[src/rtl/gemm_output_drain.sv]
// gemm_output_drain
//   Snapshots the whole output-stationary PE mesh on a capture pulse, then
//   streams it out one mesh row per beat over valid/ready. Each element is
//   requantized on the way out: rounding arithmetic right shift (round half
//   toward +inf), then saturation to OutDataWidth.
//
// Ports
//   clk_i, rst_ni    clock, asynchronous active-low reset
//   acc_i            PE accumulators, element r*MeshCol+c
//   capture_i        snapshot request, honored when capture_ready_o=1
//   capture_ready_o  high while idle
//   shift_i          right-shift amount, sampled at capture
//   data_o           requantized row, element c = column c
//   row_idx_o        row currently presented
//   valid_o          beat valid
//   last_o           high with the beat of row MeshRow-1
//   ready_i          consumer accepts the beat
//   done_o           one-cycle pulse after the last beat is accepted
module gemm_output_drain #(
    parameter int MeshRow      = 4,
    parameter int MeshCol      = 4,
    parameter int AccWidth     = 32,
    parameter int OutDataWidth = 8,
    parameter int ShiftWidth   = $clog2(AccWidth),
    parameter int RowW         = (MeshRow > 1) ? $clog2(MeshRow) : 1
) (
    input  logic                                       clk_i,
    input  logic                                       rst_ni,
    input  logic [MeshRow*MeshCol-1:0][AccWidth-1:0]   acc_i,
    input  logic                                       capture_i,
    output logic                                       capture_ready_o,
    input  logic [ShiftWidth-1:0]                      shift_i,
    output logic [MeshCol-1:0][OutDataWidth-1:0]       data_o,
    output logic [RowW-1:0]                            row_idx_o,
    output logic                                       valid_o,
    output logic                                       last_o,
    input  logic                                       ready_i,
    output logic                                       done_o
);

    typedef enum logic {
        Idle,
        Drain
    } state_e;

    localparam logic [RowW-1:0]         LastRow = RowW'(MeshRow - 1);
    localparam logic signed [AccWidth:0] One    = {{AccWidth{1'b0}}, 1'b1};

    state_e                  state_q;
    logic                    valid_q;
    logic                    cap_rdy_q;
    logic                    done_q;
    logic [RowW-1:0]         row_cnt_q;
    logic [ShiftWidth-1:0]   shift_q;
    logic [AccWidth-1:0]     snap_q [MeshRow][MeshCol];

    always_ff @(posedge clk_i or negedge rst_ni) begin
        if (!rst_ni) begin
            state_q   <= Idle;
            valid_q   <= 1'b0;
            cap_rdy_q <= 1'b1;
            done_q    <= 1'b0;
            row_cnt_q <= '0;
            shift_q   <= '0;
            for (int unsigned r = 0; r < MeshRow; r++) begin
                for (int unsigned c = 0; c < MeshCol; c++) begin
                    snap_q[r][c] <= '0;
                end
            end
        end else begin
            done_q <= 1'b0;
            unique case (state_q)
                Idle: begin
                    if (capture_i) begin
                        for (int unsigned r = 0; r < MeshRow; r++) begin
                            for (int unsigned c = 0; c < MeshCol; c++) begin
                                snap_q[r][c] <= acc_i[r*MeshCol + c];
                            end
                        end
                        shift_q   <= shift_i;
                        row_cnt_q <= '0;
                        state_q   <= Drain;
                        valid_q   <= 1'b1;
                        cap_rdy_q <= 1'b0;
                    end
                end
                Drain: begin
                    if (ready_i) begin
                        if (row_cnt_q == LastRow) begin
                            state_q   <= Idle;
                            valid_q   <= 1'b0;
                            cap_rdy_q <= 1'b1;
                            done_q    <= 1'b1;
                            row_cnt_q <= '0;
                        end else begin
                            row_cnt_q <= row_cnt_q + RowW'(1);
                        end
                    end
                end
                default: state_q <= Idle;
            endcase
        end
    end

    assign valid_o         = valid_q;
    assign capture_ready_o = cap_rdy_q;
    assign done_o          = done_q;
    assign row_idx_o       = row_cnt_q;
    assign last_o          = valid_q && (row_cnt_q == LastRow);

    for (genvar c = 0; c < MeshCol; c++) begin : g_col
        logic signed [AccWidth:0]     xe;
        logic signed [AccWidth:0]     bias;
        logic signed [AccWidth:0]     rnd;
        logic signed [AccWidth:0]     shd;
        logic        [OutDataWidth-1:0] y;

        // One extra bit of headroom keeps the rounding add from overflowing.
        always_comb begin
            xe   = {snap_q[row_cnt_q][c][AccWidth-1], snap_q[row_cnt_q][c]};
            bias = '0;
            if (shift_q != '0) begin
                bias = One << (shift_q - ShiftWidth'(1));
            end
            rnd = xe + bias;
            shd = rnd >>> shift_q;
        end

        if (OutDataWidth >= AccWidth) begin : g_ext
            assign y = OutDataWidth'(shd);
        end else begin : g_sat
            localparam logic signed [AccWidth:0] OutMax =
                {{(AccWidth-OutDataWidth+2){1'b0}}, {(OutDataWidth-1){1'b1}}};
            localparam logic signed [AccWidth:0] OutMin =
                {{(AccWidth-OutDataWidth+2){1'b1}}, {(OutDataWidth-1){1'b0}}};

            always_comb begin
                if (shd > OutMax) begin
                    y = OutMax[OutDataWidth-1:0];
                end else if (shd < OutMin) begin
                    y = OutMin[OutDataWidth-1:0];
                end else begin
                    y = shd[OutDataWidth-1:0];
                end
            end
        end

        assign data_o[c] = valid_q ? y : '0;
    end

endmodule
[config.mk]
export PLATFORM = sky130hd
export DESIGN_NAME = gemm_output_drain
export DESIGN_NICKNAME = d
export VERILOG_FILES = /design/src/rtl/gemm_output_drain.sv
export SDC_FILE = /design/constraint.sdc
export NUM_CORES = 2
export LEC_CHECK = 0
export BUFFER_PORTS_ARGS = -buffer_cell sky130_fd_sc_hd__buf_2
export CAP_MARGIN = 0
export CELL_PAD_IN_SITES_DETAIL_PLACEMENT = 1
export CELL_PAD_IN_SITES_GLOBAL_PLACEMENT = 1
export CORE_MARGIN = 2
export CORE_UTILIZATION = 45
export CTS_CLUSTER_DIAMETER = 50
export DETAILED_ROUTE_END_ITERATION = 10
export PLACE_DENSITY_LB_ADDON = 0.1
export SETUP_SLACK_MARGIN = 0.2
export SYNTH_ARGS = -nofsm -noshare
export SYNTH_HDL_FRONTEND = slang
export SYNTH_SLANG_ARGS = --single-unit
[constraint.sdc]
create_clock -name clk_i -period 15.7 [get_ports clk_i]
set_input_delay 1.57 -clock clk_i [delete_from_list [all_inputs] [get_ports clk_i]]
set_output_delay 1.57 -clock clk_i [all_outputs]
set_load 0.01 [all_outputs]
# Yosys cells after proc, flatten, opt, wreduce, memory -nomap -nowiden
# Cells that the tools add are included.
# Widths: inputs -> output; s select.
[op_classes] reduce_logical=5 n_eq_ne=4 n_mux=35 div=0 n_shift=5 n_addsub=6 bitwise_logic=2 magnitude_cmp=9 n_mul=0
[ops] op="$bmux 128 s2" n=1
[ops] op="$mux 128" n=2
[ops] op="$add 32x33->33" n=4
[ops] op="$gt 33x8->1 const B" n=4
[ops] op="$lt 33x8->1 const B" n=4
[ops] op="$sshr 33x5->33" n=4
[ops] op="$mux 8" n=12
[ops] op="$mux 33" n=1
[ops] op="$shl 1x5->33 const A" n=1
[ops] op="$mux 1" n=12
[ops] op="$mux 2" n=3
[ops] op="$pmux 1 s2" n=3
[ops] op="$reduce_bool 5->1" n=1
[ops] op="$sub 5x1->5 const B" n=1
[ops] op="$ne 2x2->1 const B" n=2
[ops] op="$pmux 2 s2" n=1
[ops] op="$reduce_and 2->1" n=2
[ops] op="$ge 3x3->1 const B" n=1
[ops] op="$not 2->3" n=1
[ops] op="$reduce_and 3->1" n=1
[ops] op="$add 2x1->2 const B" n=1
[ops] op="$eq 2x2->1 const B" n=1
[ops] op="$ne 2x1->1 const B" n=1
[ops] op="$logic_and 1x1->1" n=1
[ops] op="$not 1->1" n=1
[word_totals] in_bits=521 ram_bits=0 regBits=523 rom_bits=0 n_memories=0 latchBits=0 elab_cells=88

# Longest topological paths before layout
[logic_depth] depth_word=10 mapped_depth=29 mapped_depth_nobuf=19

# Worst setup path before layout
# Ideal clock, no wire load.
[synth_path] kind="reg2out" start="register row_cnt_q[0] (netlist: row_idx_o[0])" end="output port data_o[25] (netlist name)" required_time_ps=14130 path_stages_with_launch=24 t_arrival_ps=7098 path_slack_ps=7032 path_cell_list="dfrtp_1 buf_6 buf_12 buf_8 buf_8 clkbuf_1 clkbuf_1 buf_1 mux4_2 ha_1 clkbuf_1 a21o_1 a21oi_1 o21ai_0 a211o_1 maj3_1 a2111oi_0 and4bb_1 mux2_2 o221a_2 mux4_2 o41ai_2 a41oi_1 o31a_1"
[synth_lines] element="from (decl)" line_no="53" text="logic [RowW-1:0] row_cnt_q;"
[synth_lines] element="from (signal assigned)" line_no="96" text="row_cnt_q <= row_cnt_q + RowW'(1);"
[synth_lines] element="to (decl)" line_no="33" text="output logic [MeshCol-1:0][OutDataWidth-1:0] data_o,"

==> results by group <==
Clock network
  – Clock latency on the worst-skew pair: 0.68 ns
  – Max Root-Sink Buffers: 3
  – CTS Root Cell: clkbuf_16
  – Clock Pin Slew Worst Setup and Hold Paths: 0.06 ns
  – Setup Buffers After CTS: 0
  – CTS tree: done
  – # resized after CTS: 0
  – H-tree levels: 2
  – Clock sink count: 523
  – Cts hold-fix bufs: 0
  – Total CTS buffers: 60

Setup path
  – Worst Path Max Fanout: 42
  – Startpoint Class: flop
  – CP Cell Sequence: clkinv_2, buf_4, nand2_1, nor2_1, ha_1, a21o_1, a21oi_1, nand2_1, o22ai_1, nor2_1, a211oi_1, mux2i_1, nor3_1, mux2i_1, a2bb2oi_1, nor3b_1, nand4_1, or4_1, o311ai_2, o21ai_1, buf_2
  – Highest-delay cell along the critical path: nor2_1
  – Buf+Inv Stages, Crit Path: 3
  – Crit path required time: 14.13 ns
  – Worst Setup End Kind: output port
  – Crit path max-delay family: simple AND/OR/NAND/NOR gates
  – CP max stage delay: 1.02 ns
  – Setup CP Type: reg -> out
  – Arrival time at the worst endpoint: 8.86 ns

Placed design
  – Port buffer count: 558
  – GP Congestion: 0.9900
  – HPWL after DPL: 157,700 um
  – DP Area: 0.04706 mm2
  – DP Cell Count: 5,985

Global route
  – Vias in the first global route: 42,210
  – Total GRT Usage: 0.4009
  – Initial antenna violation count: 93
  – Grt ovf: 0
  – Largest net degree at the start of global routing: 165
  – Global-route wire length before repair: 296,200 um

Run status
  – Outcome: finished clean

Cells and area
  – Layout cells sized above 1: 0.3326
  – Multi-input logic area: 0.02862 mm2
  – Final nets: 5,377
  – Fill cells: 10,910
  – Final Instance Area: 0.04926 mm2
  – Reg area: 0.01312 mm2
  – Layout Area Growth over Synthesis: 12.82%
  – Fin cells: 6,151

Drt
  – Vias: 42,120
  – Routed Antenna Nets: 0
  – Avg WL per Cell: 33.37 um
  – DRC: 0
  – Drt via density: 6.848
  – Drt first pass iters: 6
  – Initial DRC count: 4,816
  – Drt total wl: 205,200 um

STA
  – Max_slew headroom: 0.1177
  – Fin crit period: 10.43 ns
  – Setup TNS: 0 ns
  – Final hold vios: 0
  – Clock Skew: 0.03804 ns
  – Least-Margin Pin Slew: 1.319 ns
  – Slew Viols, Final: 0
  – RSZ-0062 raised after global routing: false
  – Setup Viol. Count Final: 0
  – Fmax: 95.92 MHz
  – Period utilization: 0.6641

Yosys
  – Fraction of registers with async set/reset: 1.000
  – Commonest cells post-synth: mux2_2, dfrtp_1, nor2_1, nand2_1, a21oi_1
  – Ys Warns: 0
  – Share of the synthesized area in the top cell type: 0.2992
  – Post-Syn Instances: 4,410
  – Ys flop type: dfrtp_1
  – Syn avg cell area: 9.901 um2
  – Register area share after synthesis: 0.2998
  – Post-synthesis cell type count: 140
  – Synthesized area: 0.04366 mm2
  – Area leader, netlist: dfrtp_1
  – Most common cell in the synthesized netlist: mux2_2
  – Yosys reg bits: 523
  – Top post-synthesis cells by area: dfrtp_1, mux2_2, mux4_2, a21oi_1, nor2_1
  – Post-synth EDFFs: 0

Die
  – Die area: 0.09954 mm2
  – Core area: 0.09642 mm2
  – Die Height: 315.5 um
  – Die X-Extent: 315.5 um
  – I/O pin cnt: 559
  – Row Count: 114
  – Starting Density: 0.4528

Hold path
  – Worst hold path class: reg -> reg

Run
  – Max Cap Viol: 0
metal layers:
layer  share of wire  track usage  vias up
met1            0.42       0.5548    21490
met4           0.048       0.1722       84
li1                -            -    17920
met3           0.098       0.1007      479
met5          0.0025            0        -
met2            0.43       0.5951     2154
flip-flops by register name, summed over array words and instances, names as in the netlist:
register	cells
shift_q	5
done_o	1
state_q	1
capture_ready_o	1
valid_o	1
row_idx_o	2
snap_q	512
path summary, 6_finish.rpt:
check | startpoint | to | slack, ns | cells after the start
max reg2reg | state_q | shift_q[2] | 12.21 | 5
max | shift_q[2] | data_o[11] | 5.27 | 21
min in group asynchronous | rst_ni | snap_q[90] | 0.86 | 1
min reg2reg | snap_q[159] | snap_q[159] | 0.50 | 1
max in group asynchronous | rst_ni | shift_q[2] | 12.56 | 3
min | snap_q[159] | snap_q[159] | 0.50 | 1
final cells by class:
type	instances	share of cell area
Sequential cell	523	0.2662
Clock inverter	34	0.007670
Clock buffer	77	0.03421
Timing Repair Buffer	640	0.07015
Tap cell	1276	0.03241
Antenna cell	55	0.002794
Inverter	73	0.005664
Multi-Input combinational cell	3473	0.5809
kinds of logic after synthesis:
kind of cell / share of synthesized area
simple gates: 0.1279
xor+xnor: 0.03017
compound gates: 0.2206
mux: 0.2465
other cells: 0.00008588
fa+ha+maj: 0.02854
buf+inv: 0.04651
flops: 0.2998
placed cells by master, fill, tap and decap left out, types with 47 or more instances in the layout:
master / netlist / routed
a211oi_1: 89 / 89
a21o_1: 67 / 67
a21oi_1: 240 / 240
a31oi_1: 59 / 59
and2_1: 52 / 51
and3_1: 47 / 47
buf_2: 29 / 557
buf_4: 11 / 79
clkbuf_16: 0 / 60
dfrtp_1: 522 / 515
diode_2: 0 / 55
ha_1: 85 / 85
inv_1: 72 / 68
mux2_2: 540 / 540
mux2i_1: 98 / 98
mux4_2: 162 / 162
nand2_1: 277 / 276
nand3_1: 88 / 88
nor2_1: 298 / 296
nor3_1: 83 / 83
o211ai_1: 70 / 70
o21ai_0: 164 / 164
xnor2_1: 91 / 91
metrics by stage:
step	hold slack, ns	util	setup slack [ns]
after floorplan	0.4720	-	7.032
after global placement	0.4715	0.4881	6.194
after detailed placement	0.4732	0.4881	6.149
after CTS	0.4871	0.5095	5.471
after global routing	0.5156	0.5106	4.898
final	0.4997	0.5109	5.274
Power is left out: the tool's default activity adds up to more than one toggle a clock period on the data nets, which glitch-free logic cannot reach.
